[src/rtl/elastic_fifo_xform.sv]
// Multi-entry elastic buffer with valid/ready on both sides; each word is shifted
// (pass / left / logical right / arithmetic right) at write time and stored transformed.
module elastic_fifo_xform #(
    parameter int unsigned WIDTH = 32,
    parameter int unsigned DEPTH = 4,
    parameter int unsigned SHIFT = 2
) (
    input  logic                       clk,
    input  logic                       rstf,
    input  logic                       flush,
    input  logic [WIDTH-1:0]           t0_data,
    input  logic [1:0]                 t0_mode,
    input  logic                       t0_valid,
    output logic                       t0_ready,
    output logic [WIDTH-1:0]           i0_data,
    output logic                       i0_valid,
    input  logic                       i0_ready,
    output logic [$clog2(DEPTH+1)-1:0] count
);

    localparam int unsigned CW = $clog2(DEPTH + 1);
    localparam int unsigned PW = (DEPTH > 1) ? $clog2(DEPTH) : 1;
    localparam logic [CW-1:0] FULL = CW'(DEPTH);
    localparam logic [PW-1:0] LAST = PW'(DEPTH - 1);

    if (WIDTH < 2 || DEPTH < 1 || SHIFT >= WIDTH) begin : g_param_check
        $error("elastic_fifo_xform: illegal WIDTH/DEPTH/SHIFT");
    end

    logic [WIDTH-1:0] mem_q [DEPTH];
    logic [PW-1:0]    wr_ptr_q, wr_ptr_d;
    logic [PW-1:0]    rd_ptr_q, rd_ptr_d;
    logic [CW-1:0]    count_q, count_d;
    logic [WIDTH-1:0] xform;
    logic             push, pop;

    // A full buffer still accepts when the head is popped in the same cycle.
    assign t0_ready = rstf & ~flush & ((count_q < FULL) | i0_ready);
    assign i0_valid = (count_q != '0);
    assign i0_data  = mem_q[rd_ptr_q];
    assign count    = count_q;

    assign push = t0_valid & t0_ready;
    assign pop  = i0_valid & i0_ready;

    always_comb begin
        xform = t0_data;
        unique case (t0_mode)
            2'd0: xform = t0_data;
            2'd1: xform = t0_data << SHIFT;
            2'd2: xform = t0_data >> SHIFT;
            2'd3: xform = $signed(t0_data) >>> SHIFT;
        endcase
    end

    always_comb begin
        wr_ptr_d = wr_ptr_q;
        rd_ptr_d = rd_ptr_q;
        count_d  = count_q;
        if (push) begin
            wr_ptr_d = (wr_ptr_q == LAST) ? '0 : wr_ptr_q + 1'b1;
        end
        if (pop) begin
            rd_ptr_d = (rd_ptr_q == LAST) ? '0 : rd_ptr_q + 1'b1;
        end
        unique case ({push, pop})
            2'b10:   count_d = count_q + 1'b1;
            2'b01:   count_d = count_q - 1'b1;
            default: count_d = count_q;
        endcase
        // Flush drops everything, including a word popped this same cycle.
        if (flush) begin
            wr_ptr_d = '0;
            rd_ptr_d = '0;
            count_d  = '0;
        end
    end

    always_ff @(posedge clk or negedge rstf) begin
        if (!rstf) begin
            wr_ptr_q <= '0;
            rd_ptr_q <= '0;
            count_q  <= '0;
        end else begin
            wr_ptr_q <= wr_ptr_d;
            rd_ptr_q <= rd_ptr_d;
            count_q  <= count_d;
        end
    end

    always_ff @(posedge clk or negedge rstf) begin
        if (!rstf) begin
            for (int i = 0; i < int'(DEPTH); i++) begin
                mem_q[i] <= '0;
            end
        end else if (push) begin
            mem_q[wr_ptr_q] <= xform;
        end
    end

endmodule
[config.mk]
export PLATFORM = sky130hd
export DESIGN_NAME = elastic_fifo_xform
export DESIGN_NICKNAME = d
export VERILOG_FILES = /design/src/rtl/elastic_fifo_xform.sv
export SDC_FILE = /design/constraint.sdc
export NUM_CORES = 1
export LEC_CHECK = 0
export CAP_MARGIN = 20
export CORE_ASPECT_RATIO = 0.6
export CORE_MARGIN = 3
export CORE_UTILIZATION = 51
export DETAILED_ROUTE_END_ITERATION = 16
export GPL_TIMING_DRIVEN = 0
export PLACE_DENSITY = 0.83
export REMOVE_ABC_BUFFERS = 1
export SLEW_MARGIN = 40
export SYNTH_ARGS = -nofsm -noshare
export SYNTH_HDL_FRONTEND = slang
export SYNTH_SLANG_ARGS = --single-unit
export TNS_END_PERCENT = 50
[constraint.sdc]
create_clock -name clk -period 1.8 [get_ports clk]
set_input_delay 0.36 -clock clk [delete_from_list [all_inputs] [get_ports clk]]
set_output_delay 0.36 -clock clk [all_outputs]
set_load 0.05 [all_outputs]
Yosys cells after proc, flatten, opt, wreduce, memory -nomap -nowiden
Cells that the tools add are included.
{"block": "word_totals", "reg_bits": 135, "latchBits": 0, "ram_bits": 0, "mem_bits_ro": 0, "inputBits": 39, "output_inout_bits": 37, "word_cells": 51, "memories": 0}
{"block": "classes", "addsub": 4, "mul": 0, "n_div": 0, "n_lt_le_gt_ge": 4, "eq_ne": 7, "n_shift": 0, "n_mux": 15, "n_bitwise": 8, "n_reduce_logical": 6}
{"op": "bitwise mux 128 bit", "n": 1}
{"op": "case mux 32 bit (4 select lines)", "n": 1}
{"op": "2-to-1 mux 32 bit", "n": 3}
{"op": "binary-select mux 32 bit (select 2 bit)", "n": 1}
{"op": "demux 32 bit (select 2 bit)", "n": 1}
{"op": "2-to-1 mux 2 bit", "n": 6}
{"op": "equality test 2 bit, second input constant", "n": 5}
{"op": ">= comparator 3 bit, second input constant", "n": 2}
{"op": "NOT 2 -> 3 bit", "n": 2}
{"op": "case mux 3 bit (2 select lines)", "n": 1}
{"op": "nonzero test 3 bit", "n": 2}
{"op": "adder 2 x 1 -> 2 bit, second input constant", "n": 2}
{"op": "AND 1 bit", "n": 4}
{"op": "equality test 2 x 1 -> 1 bit, second input constant", "n": 2}
{"op": "nonzero test 2 bit", "n": 2}
{"op": "adder 3 x 1 -> 3 bit, second input constant", "n": 1}
{"op": "< comparator 3 x 1 -> 1 bit, second input constant", "n": 1}
{"op": "< comparator 3 bit, second input constant", "n": 1}
{"op": "2-to-1 mux 3 bit", "n": 1}
{"op": "subtractor 3 x 1 -> 3 bit, second input constant", "n": 1}
{"op": "zero test 2 bit", "n": 1}
{"op": "logical AND 1 bit", "n": 1}
{"op": "NOT 1 bit", "n": 1}
{"op": "bitwise OR 1 bit", "n": 1}

Longest topological paths before layout
{"block": "logic_depth", "depth_word": 7, "depth_mapped": 7, "mapped_depth_nobuf": 6}

Least setup slack after synthesis
OpenSTA, ideal clock, no wires.
{"block": "synth_path", "path_kind": "register -> register", "from": "register count_q[2] (netlist: count[2])", "to": "register count_q[2] (netlist: count[2])", "setup_ps": 125, "arrival_ps": 2067, "required_ps": 1675, "path_slack_ps": -391, "path_stages_with_launch": 7, "n_path_buf": 0, "synth_period_minus_slack_ps": 2191, "path_cell_list": "dfrtp_1 o31ai_4 a31o_2 inv_1 fa_1 mux2i_1 mux2_2"}
{"block": "synth_between", "elab_chain_cells": 7, "word_cells_on_any_way": 13, "classes_between": "2 x add/sub; 1 x order compare; 2 x eq/ne; 2 x mux; 4 x bitwise; 2 x reduce/logical"}
{"item": "start: declaration", "line": "33", "rtl": "logic [CW-1:0] count_q, count_d;"}
{"item": "start signal: assignment", "line": "87", "rtl": "count_q <= count_d;"}
{"item": "< comparator 3 bit", "line": "38", "rtl": "assign t0_ready = rstf & ~flush & ((count_q < FULL) | i0_ready);"}
{"item": "bitwise OR 1 bit", "line": "38"}
{"item": "AND 1 bit", "line": "38"}
{"item": "AND 1 bit", "line": "43", "rtl": "assign push = t0_valid & t0_ready;"}
{"item": "equality test 2 x 1 -> 1 bit or equality test 2 bit (tied branches)", "line": "66", "rtl": "unique case ({push, pop})"}
{"item": "case mux 3 bit (2 select lines)", "line": "66"}
{"item": "2-to-1 mux 3 bit", "line": "72", "rtl": "if (flush) begin"}
Parallel ways exist; a longest one is shown, timed or not.
A chain may end at the register's enable or synchronous reset.

Worst setup path in the final report
{"block": "layout_path", "from": "register rd_ptr_q[0]", "to": "output port i0_data[17]"}
{"block": "layout_between", "elab_chain_cells": 4}
{"item": "start: declaration", "line": "32", "rtl": "logic [PW-1:0] rd_ptr_q, rd_ptr_d;"}
{"item": "start signal: assignment", "line": "86", "rtl": "rd_ptr_q <= rd_ptr_d;"}
{"item": "NOT 2 -> 3 bit (not written as such)", "line": "40", "rtl": "assign i0_data = mem_q[rd_ptr_q];"}
{"item": "binary-select mux 32 bit (select 2 bit)", "line": "40"}
{"item": "2-to-1 mux 32 bit (not written as such) (2 in series)", "line": "40"}
{"item": "end: declaration", "line": "15", "rtl": "output logic [WIDTH-1:0] i0_data,"}
Every way passes these cells. The select of a mux whose other input is x is not followed.

==> summary.md <==
| Metric | Value |
|---|---|
| Post-synth EDFFs | 0 |
| 1st-iter DRT viols | 504 |
| Hold crit path type | input port to asynchronous set/reset pin |
| Initial core utilization | 0.543 |
| Commonest cells after routing, fill and taps aside | dfrtp_1, o21ai_0, nand2_1 |
| Failing checks | hold timing, setup timing |
| Pleak | 3.74 nW |
| Library cells used by synthesis | 31 |
| CTS H-tree lvls | 4 |
| Antenna violations before repair | 0 |
| Cells after Synth | 596 |
| # rows | 30 |
| Port buffer count | 75 |
| Antenna diodes | 0 |
| Most common cell after layout, fill and taps aside | dfrtp_1 |
| Slowest cell on crit path | mux4_2 |
| P per Cell Area | roughly 1400 nW/um^2 |
| Asr flop ratio synth | 1.00 |
| HPWL Detailed | 9640 um |
| Sequential share of the synthesized area | 0.530 |
| Layout cells sized above 1 | 0.246 |
| Routability cong. | between 0.7 and 0.8 |
| Top cell family by delay on the critical path | multiplexers |
| Crit path buf inv count | 3 |
| Ys flop type | dfrtp_1 |
| Crit-path max FO | 6 |
| Final hold vios | 53 |
| Final ANT Viol Nets | 0 |
| Final min period | 2290 ps |
| Die span in y | 92.6 um |
| Drt first pass iters | 5 |
| Tightest Pin Transition | 643 ps |
| Synth Cell Area | 6380 sq um |
| Startpoint type of the worst setup path | flop |
| Status | complete, but fails checks |
| Final Max Tran Viols | 0 |
| # nets final | 731 |
| Critical path capture point type | output pin |
| Area grow syn2layout | 31.4% |
| Fmax | 437 MHz |
| Worst endpoint required time | 1440 ps |
| Fin area | 8380 sq um |
| Tot GR Track Use | 0.263 |
| YS warnings | 0 |
| Final Cycle Share | 1.27 |
| Total Wirelength | 18000 um |
| Final hold slack | -102 ps |
| Final count of negative-setup-slack endpoints | 37 |
| RSZ-0062 raised after global routing | true |
| CTS buffer count | 17 |
| Area after DPL | approximately 7300 sq um |
| Clk buf depth | 2 |
| Chip width | 150 um |
| CTS Root Cell | clkbuf_16 |
| Core area | 11700 sq um |
| Seq cells post-synth | 135 |
| CTS tree | done |
| DR vias/cell | 6.10 |
| DR vias | 5237 |
| Maximum vdd drop | 0.958 mV |
| Tot Pwr | 0.0118 W |
| WL/cell | between 20 and 25 um |
| Clk sinks | 135 |
| Biggest cell delay along the critical path | about 560 ps |
| Clk slew on worst S/H paths | approximately 60 ps |
| Syn avg cell area | 10.7 sq um |
| Largest net degree at the start of global routing | a little over 80 |
| Max_cap viols | 0 |
| First-pass GRT wire length | 27900 um |
| Arrival time worst endpoint | 1930 ps |
| DR DRC count | 0 |
| Worst rel slew slack | 0.572 |
| Die ar. | 13900 sq um |
| Vias in the first global route | 5299 |
| IO Pins | 76 |
| Clk_lat worst skew | 410 ps |
| GR Overflow Total | 0 |
| WS Path Type | flop to output pin |
| Critical Path, Cell by Cell | buf_8 > buf_6 > mux4_2 > buf_8 |
| Fin worst setup slack | -488 ps |
| Worst Skew | 6.12 ps |
| Most used cell along the critical path | buf_8 |
-- cells by family (layout without fill, tap and decap cells) --
kind of cell / count (synthesis) / in the layout / synth area share
simple gates: 173 / 177 / 0.114
compound gates: 157 / 157 / 0.127
flops: 135 / 135 / 0.530
mux: 75 / 75 / 0.183
buf+inv: 50 / 148 / 0.0334
fa+ha+maj: 6 / 6 / 0.0130
-- registers in the layout, summed over array words and instances (netlist names) --
register and cells:
rd_ptr_q 2, wr_ptr_q 2, mem_q 128, count 3
-- through the flow --
step / setup TNS [ps] / std cells / hold WS (ps) / setup slack (ps) / utilization
finish: -13340 / 858 / -102 / -488 / 0.713
detailed placement: -120400 / 791 / 339 / -1110 / 0.623
CTS: -13090 / 849 / -87.2 / -450 / 0.703
global route: -14640 / 858 / -68.0 / -492 / 0.713
global placement: -1649740 / 784 / 456 / -7400 / 0.606
floorplan: -76690 / 549 / 64.4 / -799 / -
-- Yosys cell counts (all sizes together) (2+ instances only) --
cell      n  area [sq um]
clkbuf   32           120
a21oi    30           150
nor2b     2          12.5
ha        5          62.6
nand3     2          10.0
mux2i    33           330
or3       2          12.5
nand2b    2          12.5
mux4     32           721
buf      15          81.3
a22oi     2          15.0
mux2     10           116
o21ai   123           616
nor2     34           128
nand2   121           454
dfrtp   135          3380
nand4     5          56.3
inv       3          11.3
-- where the power goes --
group / switching (W) / internal (W) / leakage (nW)
clock: 0.00130 / 0.00201 / 0.266
combinational: 0.00264 / 0.00198 / 1.66
sequential: 0.000342 / 0.00352 / 1.81
-- cell type report --
cell class | instances | area, sq um
Clock buffer | 17 | 425
Clock inverter | 14 | 136
Fill cell | 754 | 3370
Inverter | 3 | 11.3
Multi-Input combinational cell | 415 | 2910
Sequential cell | 135 | 3390
Tap cell | 160 | 200
Timing Repair Buffer | 114 | 1310
-- layer usage --
| layer | vias up | GRT usage | routed length [um] |
|---|---|---|---|
| li1 | 2292 | - | - |
| met2 | 287 | 0.423 | 8600 |
| met3 | 56 | 0.0753 | 1650 |
| met4 | 0 | 0.0967 | 698 |
| met5 | - | 0 | 0 |
| met1 | 2602 | 0.342 | 7080 |
-- worst reg2reg max path: stages (launching register included) --
cell	delay (ps)
dfrtp_2	470
o31ai_4	350
a31o_2	180
inv_2	40
fa_2	330
mux2i_1	170
mux2_2	350
-- worst paths after layout --
check	cells past startpoint	end	slack, ps	from
max in group asynchronous	2	mem_q[83]	1090	rstf
setup reg to reg	6	count[2]	-200	count[1]
hold reg to reg	2	mem_q[66]	470	mem_q[66]
setup / recovery	4	i0_data[17]	-490	rd_ptr_q[0]
hold / removal	1	mem_q[90]	-100	rstf
min in group clk	2	mem_q[66]	470	mem_q[66]
-- timing repair --
item | 4_1_cts | 5_1_grt
resized for setup | 261 | 9
pin swaps | 4 | 2
hold endpoints to repair | 53 | 53
setup endpoints to repair | 169 | 83
setup buffers | 22 | 9
cloned | 5 | 1
Power figures use the tool's default switching activity.
